## config.mk

```make
export PLATFORM = sky130hd
export DESIGN_NAME = busmatrix_input_stage
export DESIGN_NICKNAME = d
export VERILOG_FILES = /design/src/rtl/busmatrix_pkg.sv /design/src/rtl/busmatrix_input_stage.sv
export SDC_FILE = /design/constraint.sdc
export NUM_CORES = 1
export LEC_CHECK = 0
export CAP_MARGIN = 10
export CORE_ASPECT_RATIO = 1.2
export CORE_MARGIN = 2
export CORE_UTILIZATION = 46
export DETAILED_ROUTE_END_ITERATION = 12
export GPL_ROUTABILITY_DRIVEN = 1
export PLACE_DENSITY = 0.83
export SLEW_MARGIN = 20
export SYNTH_ARGS = -nofsm -noshare
export SYNTH_HDL_FRONTEND = slang
export SYNTH_SLANG_ARGS = --single-unit
```

## constraint.sdc

```tcl
create_clock -name HCLK -period 2.3 [get_ports HCLK]
set_clock_uncertainty 0.2 [all_clocks]
set_input_delay 0.46 -clock HCLK [delete_from_list [all_inputs] [get_ports HCLK]]
set_output_delay 0.46 -clock HCLK [all_outputs]
set_load 0.005 [all_outputs]
```

## src/rtl/busmatrix_pkg.sv

```systemverilog
// Shared AHB encodings and default widths for the bus matrix.
// No logic; constants and types only.
// Imported by every matrix stage.
package busmatrix_pkg;

    localparam int BM_AW = 32;
    localparam int BM_MW = 4;
    localparam int BM_UW = 4;

    typedef enum logic [1:0] {
        HTRANS_IDLE   = 2'b00,
        HTRANS_BUSY   = 2'b01,
        HTRANS_NONSEQ = 2'b10,
        HTRANS_SEQ    = 2'b11
    } htrans_e;

    localparam logic [1:0] HRESP_OKAY  = 2'b00;
    localparam logic [1:0] HRESP_ERROR = 2'b01;

endpackage

```

## src/rtl/busmatrix_input_stage.sv

```systemverilog
// Per-slave-port input stage: presents the master's address phase, holding it if the output stage is busy.
// Latency: zero for an uncontended transfer; a held transfer is presented from the cycle after capture.
// Backpressure: HREADYOUTS is low while a transfer is held; the hold releases the edge after active_in.
module busmatrix_input_stage
    import busmatrix_pkg::*;
#(
    parameter int AW = BM_AW,
    parameter int MW = BM_MW,
    parameter int UW = BM_UW
) (
    input  logic          HCLK,
    input  logic          HRESET,
    input  logic          HSELS,
    input  logic [AW-1:0] HADDRS,
    input  logic [1:0]    HTRANSS,
    input  logic          HWRITES,
    input  logic [2:0]    HSIZES,
    input  logic [2:0]    HBURSTS,
    input  logic [3:0]    HPROTS,
    input  logic [MW-1:0] HMASTERS,
    input  logic          HMASTLOCKS,
    input  logic [UW-1:0] HAUSERS,
    input  logic          HREADYS,
    input  logic          active_in,
    input  logic          readyout_in,
    input  logic [1:0]    resp_in,
    output logic          sel_in,
    output logic [AW-1:0] addr_in,
    output logic [1:0]    trans_in,
    output logic          write_in,
    output logic [2:0]    size_in,
    output logic [2:0]    burst_in,
    output logic [3:0]    prot_in,
    output logic [MW-1:0] master_in,
    output logic          mastlock_in,
    output logic [UW-1:0] auser_in,
    output logic          held_tran_in,
    output logic          HREADYOUTS,
    output logic [1:0]    HRESPS
);

    typedef struct packed {
        logic          sel;
        logic [AW-1:0] addr;
        logic [1:0]    trans;
        logic          write;
        logic [2:0]    size;
        logic [2:0]    burst;
        logic [3:0]    prot;
        logic [MW-1:0] master;
        logic          mastlock;
        logic [UW-1:0] auser;
    } aphase_t;

    aphase_t live;
    aphase_t hold_q, hold_d;
    aphase_t pres;
    logic    pend_q, pend_d;
    logic    new_tran;

    // Bundle the master's live address-phase inputs.
    always_comb begin
        live.sel      = HSELS;
        live.addr     = HADDRS;
        live.trans    = HTRANSS;
        live.write    = HWRITES;
        live.size     = HSIZES;
        live.burst    = HBURSTS;
        live.prot     = HPROTS;
        live.master   = HMASTERS;
        live.mastlock = HMASTLOCKS;
        live.auser    = HAUSERS;
    end

    assign new_tran = HSELS & HTRANSS[1] & HREADYS;

    // Next state: holding register follows every accepted address phase; pend tracks an unserved one.
    always_comb begin
        hold_d = hold_q;
        pend_d = pend_q;
        if (HRESET) begin
            hold_d = '0;
            pend_d = 1'b0;
        end else begin
            if (HREADYS) begin
                hold_d = live;
            end
            if (new_tran && !active_in) begin
                pend_d = 1'b1;
            end else if (pend_q && active_in) begin
                pend_d = 1'b0;
            end
        end
    end

    // State registers.
    always_ff @(posedge HCLK) begin
        hold_q <= hold_d;
        pend_q <= pend_d;
    end

    // Output mux; a held transfer restarts as NONSEQ because the stall broke any burst.
    always_comb begin
        pres       = live;
        HREADYOUTS = readyout_in;
        HRESPS     = resp_in;
        if (HRESET) begin
            pres       = '0;
            HREADYOUTS = 1'b1;
            HRESPS     = HRESP_OKAY;
        end else if (pend_q) begin
            pres       = hold_q;
            pres.sel   = 1'b1;
            pres.trans = HTRANS_NONSEQ;
            HREADYOUTS = 1'b0;
            HRESPS     = HRESP_OKAY;
        end
    end

    assign held_tran_in = pend_q & ~HRESET;
    assign sel_in       = pres.sel;
    assign addr_in      = pres.addr;
    assign trans_in     = pres.trans;
    assign write_in     = pres.write;
    assign size_in      = pres.size;
    assign burst_in     = pres.burst;
    assign prot_in      = pres.prot;
    assign master_in    = pres.master;
    assign mastlock_in  = pres.mastlock;
    assign auser_in     = pres.auser;

endmodule

```

== Word-level counts from Yosys, hierarchy flattened ==
Cells that the tools add are included.

* Reductions and logical operators: 4
* Mux-type cells: 8
* Bitwise operators: 4

{| class="wikitable"
|+ Operators by type and width
! kind !! count
|-
| 55-bit 2-to-1 mux || 2
|-
| 1-bit 2-to-1 mux || 4
|-
| 2-bit 2-to-1 mux || 2
|-
| 1-bit bitwise AND || 3
|-
| 1-bit logical AND || 2
|-
| 2-bit nonzero test || 1
|-
| 1-bit zero test || 1
|-
| 1-bit inverter || 1
|}

* Register bits: 53
* Output and inout bits: 59
* Logic and storage cells: 25
* Input port bits: 62

== Depth between registers and ports, before layout ==
* Depth in word-level cells: 4
* Depth in mapped cells: 5
* Mapped depth without buffers: 2

== Least setup slack after synthesis ==
OpenSTA, ideal clock, no wires.

* Path kind: input to output
* Start point: input HRESET
* End point: output addr_in[23]
* Buffers on the path: 2
* Data required time: 1.640 ns
* Path slack: 0.650 ns
* Arrival: 0.990 ns
* Stages on the path: 3
* Cells stage by stage: buf_2 > buf_1 > nor2_1

* Longest elaborated chain between the ends: 1

{| class="wikitable"
|+ Ends and longest elaborated chain
! element !! RTL line !! text
|-
| from (decl) || busmatrix_input_stage.sv:12 || <nowiki>input logic HRESET,</nowiki>
|-
| 55-bit 2-to-1 mux || busmatrix_input_stage.sv:107 || <nowiki>if (HRESET) begin</nowiki>
|-
| to (decl) || busmatrix_input_stage.sv:28 || <nowiki>output logic [AW-1:0] addr_in,</nowiki>
|}

No other way between the ends.

== Worst setup path in the final report ==
* Start point: input HADDRS[9]
* End point: output addr_in[9]

* Longest elaborated chain between the ends: 2

{| class="wikitable"
|+ Ends and longest elaborated chain
! element !! RTL line !! text
|-
| from (decl) || busmatrix_input_stage.sv:14 || <nowiki>input logic [AW-1:0] HADDRS,</nowiki>
|-
| 55-bit 2-to-1 mux || busmatrix_input_stage.sv:111 || <nowiki>end else if (pend_q) begin</nowiki>
|-
| 55-bit 2-to-1 mux || busmatrix_input_stage.sv:107 ||
|}

No other way between the ends.

==> implementation parameters <==
Parameter                              Value

Cells and area
  Post-layout net count ... between 400 and 500
  Area added between synthesis and finish ... 53.4%
  Number of antenna cells inserted ... 0
  Fillers ... between 400 and 500
  Ratio of cells with drive above 1 in the final layout ... 6.68%
  Most common cell after layout, fill and taps aside ... sky130_fd_sc_hd__nor2_1
  Sequential Area ... about 0.0011 sq mm
  Most used cells in the layout excluding fill and tap cells ... 109 x sky130_fd_sc_hd__nor2_1, 104 x sky130_fd_sc_hd__mux2i_1, 78 x sky130_fd_sc_hd__clkdlybuf4s50_1
  Area of the multi-input gates ... 0.00149 sq mm

Logic synthesis
  Cell area after synthesis ... 0.00277 sq mm
  Average size of a mapped cell ... 9.27 sq um
  Total nets after synthesis ... roughly 360
  Yosys reg bits ... 53
  Count of warnings emitted by yosys ... 0
  Largest cells by area after synthesis ... sky130_fd_sc_hd__dfxtp_1 38%, sky130_fd_sc_hd__mux2i_1 38%, sky130_fd_sc_hd__nor2_1 15%
  Area leader, netlist ... sky130_fd_sc_hd__dfxtp_1
  Sequential share of the synthesized area ... between 30% and 40%
  Post-Synthesis Cells ... 299
  Area fraction of the dominant cell type after synthesis ... 38.3%
  Number of different library cells in the post-synthesis netlist ... 15

Detailed routing
  Routed via count divided by cell count ... 4.88
  Via count of the routed design ... 2437
  Initial detailed-routing violation count ... 55
  Number of detailed-routing iterations run before antenna repair ... 5
  Total Routed Length ... 6540 microns
  Routed Antenna Nets ... 0
  Routed wirelength normalized by instance count ... 13.1 microns
  # DRC ... 0

Die
  Floorplan core area ... approximately 0.0057 sq mm
  Starting utilization of the core area ... 48.3%
  Horiz. Die Dim ... 74.9 microns
  Ports ... 121
  Num rows ... 30
  Floorplan die area ... 0.00666 sq mm
  Die Y ... 89.0 microns

Power
  Leakage Power ... 2.19 nW
  Worst ir drop on vdd ... approximately 0.00034 V
  Areal power density over the cells ... 468 mW/mm^2

STA
  Total of endpoints with negative setup slack in the final report ... 0
  Period utilization ... between 90% and 100%
  Min cycle time layout ... approximately 2.3 ns
  Endpoints failing hold ... 0
  Worst slew slack as a fraction of its limit ... 74.4%
  Count of pins over their slew limit ... 0
  Setup repair after global routing missed its margin ... true
  Final Hold Slack ... about 0.28 ns
  Post-Route Setup TNS ... 0 ns
  Measured slew at the worst slew-check pin ... between 0.3 and 0.4 ns
  Max Fclk ... 438 MHz

Worst setup path
  Largest fanout on the critical path ... 2
  Critical Path Source Type ... input port
  Library cell contributing the largest single delay on the critical path ... sky130_fd_sc_hd__clkdlybuf4s50_1
  Worst path required time ... 1.64 ns
  Cell type with the highest occurrence count on the critical path ... sky130_fd_sc_hd__clkdlybuf4s50_1
  Delay contributed by the slowest stage of the critical path ... 0.50 ns
  Worst setup EP type ... output port
  Critical path start-end classification ... in2out
  Crit-path cells ... clkdlybuf4s50_1 -> mux2i_1 -> nor2_1 -> clkdlybuf4s50_1
  Crit path arrival time ... 1.62 ns

Global routing
  Vias in the first global route ... 2316
  Tot GR Track Use ... between 15 and 20%
  First-pass GRT wire length ... roughly 10000 microns
  Initial antenna violation count ... 0
  Sum of overflow across all layers after global routing ... 0
  Pin count of the biggest net entering global routing ... 54

Clock network
  Number of buffers on the longest clock path ... 2
  CTS tree ... yes
  CTS Root Buffer Type ... sky130_fd_sc_hd__clkbuf_8
  Insertion delay of the later-clocked pin in the worst-skew pair ... ~0.3 ns
  CTS sink cnt ... 53
  CTS Buf Count ... 5
  Clock-pin slew of the registers on the worst-case setup and hold paths ... 0.09 ns
  Clock H-tree levels ... 2

Placement
  GP Congestion ... 0.749
  Detailed placement HPWL ... 4570 microns
  Buffers on Ports ... 120

Run
  MaxCap Viol Count ... 0

Worst hold path
  Hold Path Class ... in2reg

Outcome
  Run status ... complete, no violations
[worst max-delay path: cells and delay by family]
kind	cells	cell delay [ns]
buf+inv	2	0.99
mux	1	0.07
simple gates	1	0.10
[where the power goes]
part           switching, mW  total, mW  internal (mW)
Combinational          0.179      0.467          0.287
Clock                  0.287      0.526          0.240
Sequential            0.0275      0.998          0.971
[layer usage]
layer,track usage [%],wire length [microns],vias to the layer above
li1,-,-,1236
met1,21.5,2680,1099
met2,35.3,3240,90
met3,5.98,481,12
met4,7.31,137,0
met5,0,0,-
[registers in the layout, indices dropped and copies added, names as in the netlist]
| register | cells |
|---|---|
| hold_q | 52 |
| pend_q | 1 |
[kinds of logic (layout without fill, tap and decap cells)]
kind of cell / count (synthesis) / count (layout) / share of synthesized area (%)
multiplexers: 104 / 104 / 37.6
buffers and inverters: 26 / 146 / 7.90
AND/OR/NAND/NOR: 114 / 114 / 15.8
flip-flops: 53 / 53 / 38.3
AO/OA/AOI/OAI: 2 / 2 / 0.497
[worst paths after layout]
check                                        startpoint                       to  slack, ns  depth (start not counted)
worst max-delay path                          HADDRS[9]               addr_in[9]       0.02                          4
worst min-delay path                             HRESET  hold_q[30]$_SDFFE_PP0P_       0.28                          2
worst max register to register      pend_q$_SDFFE_PP0P_      pend_q$_SDFFE_PP0P_       1.16                          3
worst min register to register  hold_q[23]$_SDFFE_PP0P_  hold_q[23]$_SDFFE_PP0P_       0.30                          2
[synth_stat cells (all sizes together)]
cell and number:
buf 18, and2 3, nor3 1, clkbuf 7
a31oi 1, inv 1, dfxtp 53, mux2i 104
a21o 1, nor2 110
[repair_timing]
| item | 4_1_cts | 5_1_grt |
|---|---|---|
| endpoints found under the setup margin | 50 | 47 |
| resized for setup | 8 | 38 |
| hold buffers | 0 | 0 |
| endpoints found under the hold margin | 0 | 0 |
| cloned | 0 | 0 |
| pin swaps | 0 | 0 |
| buffers inserted | 1 | 8 |
[metrics by stage]
step                total power, mW  cell area, sq um  cells  utilization [%]  setup WS (ns)
global placement               1.48              4000    483             69.6   -0.000000555
global route                   2.10              4250    499             74.0        -0.0563
floorplan                      1.24              2770    299                -          0.650
detailed placement             1.50              4000    483             69.6        -0.0345
finish                         1.99              4250    499             74.0         0.0179
CTS                            2.02              4090    491             71.2       -0.00265
[final cells by class]
cell class                 count  share of cell area [%]
clock buffer                   7                    2.03
inverter                       1                  0.0883
multi-input combinational    220                    35.1
sequential                    53                    25.1
tap                           80                    2.36
timing repair buffer         138                    35.3
Note: power is estimated with default switching activity, not from simulation.
==> edit: new RTL, same flow settings <==
The package constant `BM_AW` goes from 32 to 64.
--- a/src/rtl/busmatrix_pkg.sv
+++ b/src/rtl/busmatrix_pkg.sv
@@ -3,7 +3,7 @@
 // Imported by every matrix stage.
 package busmatrix_pkg;
 
-    localparam int BM_AW = 32;
+    localparam int BM_AW = 64;
     localparam int BM_MW = 4;
     localparam int BM_UW = 4;
 
Interface: changed (resized HADDRS and addr_in); port bits go from 121 to 185. The function was not compared with the original's and may differ.
==> edit against the unedited design <==
The flow now finishes with violations (setup timing); clock power increased by 81%; synthesized area increased by 57%; sequential cell count is 32 higher; total power is 65% higher; routed wire length up 83%; final area rose by 56%; register-to-register slack better by 0.05 ns; via count up 62%; combinational power rose by 56%; setup slack lost 0.070 ns; critical path depth stayed put; critical endpoint is now addr_in[55].
==> edit: results (changes against the unedited design) <==
[cts]
cts.htree.levels = 3  ; +1
root_buffer = clkbuf_8
cts_made_buffers = 9  ; +4
cts.clk_slew.worst_paths_ns = 0.08
insertion_delay_ns = 0.34  ; +0.04 ns
cts_buffer_depth = 2  ; unchanged

[detailed_routing]
firstDrtPassIters = 4  ; -1
drtIter0Drc = 150  ; +170%
drt-total-wl_um = 12000  ; +83%
viasPerCell = 5.02  ; +2.8%

[placement]
port_buffers = 184  ; +53%
place.gp.congestion = 0.780  ; +4.1%
place_area_um2 = 6270  ; +57%
pre_cts_slack_ns = -0.0458  ; -0.0113 ns
numPlacedInstances = 753  ; +56%
dp_hpwl_um = 8000  ; +75%

[outcome]
status = finished with violations
violations = setup timing

[critical_path]
path_max_fanout = 13  ; +11
arrival_ns = 1.69  ; +0.07 ns

[power_and_ir_drop]
p_leak_nw = 2.97  ; +35%
ir_worst_vdd_uv = 289  ; -16%
p_switching_w = 0.000848  ; +72%

[logic_synthesis]
yosys-top-cells-area = dfxtp_1 (39%), mux2i_1 (39%), nor2_1 (15%)
synth_seq_area_share_pct = 39.0  ; +0.72 points
synth.avg_cell_area_um2 = 9.22  ; -0.49%
synthesis.area_um2 = 4360  ; +57%
synthesis.nets = 567  ; +57%
yosys_warnings = 0  ; unchanged
yosysUniqueCellTypes = 14  ; -1
yosys_register_bits = 85  ; +60%
ys.flop_type = dfxtp_1
synthArstFlopShare_pct = 0  ; unchanged
yosys-top-cells-count = nor2_1 (174), mux2i_1 (168), dfxtp_1 (85), buf_4 (12), clkbuf_1 (10)

[hold_path]
hold_class = in -> reg

[grt]
grt_pass1_wl_um = 18700  ; +83%
grt_pass1_vias = 3996  ; +73%
track_usage_pct = 22.2  ; +2.6 points
antenna_found_initial = 0  ; unchanged
grt_max_degree = 86  ; +59%

[sta]
slew-limit-headroom_pct = 58.7  ; -16 points
setup_viol = 9  ; +9
setup_ws_ns = -0.0520  ; -0.0700 ns
setup-tns-final_ns = -0.250  ; -0.250 ns

[cells_and_area]
nets = 755  ; +57%
inv_count = 1  ; unchanged
nNonClkBuffers = 216  ; +57%
stdcell_area_um2 = 6620  ; +56%
clkCellAreaFrac_pct = 2.59  ; +0.56 points
n_clock_buffer = 15  ; +8
layout-drive-gt1-share_pct = 8.56  ; +1.9 points
multi_input_area_share_pct = 36.2  ; +1.1 points
fillers = 701  ; +67%
antenna_cells = 0  ; unchanged
instances_no_fill = 786  ; +58%
reg.largest.list = hold_q x84, pend_q x1
nMultiInputCombCells = 348  ; +58%
layout.nonclk_buf_share_pct = 33.1  ; -2.3 points
register_area_um2 = 1710  ; +60%

## edit: cell count changes after synthesis, sizes merged
cell	delta
nor2	+64
mux2i	+64
buf	+11
dfxtp	+32
clkbuf	+3
## edit: worst paths after layout
path | start | endpoint | slack, ns | cells after the start
worst max register to register | pend_q | pend_q | 1.21 | 3
worst max-delay path | pend_q | addr_in[55] | -0.05 | 4
worst min-delay path | HRESET | hold_q[83] | 0.20 | 2
worst min register to register | hold_q[11] | hold_q[11] | 0.30 | 2
## edit: logic make-up (layout without fill, tap and decap cells)
| family | Yosys count | in the layout | share of synthesized area [%] |
|---|---|---|---|
| AND/OR/NAND/NOR | 178 | 178 | 15.6 |
| multiplexers | 168 | 168 | 38.5 |
| AO/OA/AOI/OAI | 2 | 2 | 0.316 |
| buffers and inverters | 40 | 233 | 6.51 |
| flip-flops | 85 | 85 | 39.0 |
## edit: repair_timing
action | 4_1_cts | 5_1_grt
setup endpoints to repair | 86 | 42
resized for setup | 80 | 39
cloned | 0 | 5
setup buffers | 1 | 11
pin swaps | 0 | 2
endpoints found under the hold margin | 0 | 0
hold buffers | 0 | 0
## edit: layer usage
metal	share of wire, %	GRT usage (%)	vias up
met3	7.3	6.53	32
li1	-	-	1947
met5	0	0	-
met2	49	37.1	145
met4	3.9	12.3	0
met1	40	25.2	1823
## edit: critical path: stages, from the launching register on
cell             delay [ns]
dfxtp_4                0.43
buf_12                 0.16
mux2i_2                0.24
nor2_1                 0.06
clkdlybuf4s50_1        0.44
## edit: power groups by stage
stage	logic [W]	clock network (W)	registers [W]
finish	0.000728	0.000953	0.00160
floorplan	0.000352	0	0.00162
detailed placement	0.000754	0	0.00164
global route	0.000794	0.00104	0.00161
global placement	0.000736	0	0.00163
CTS	0.000706	0.000977	0.00160
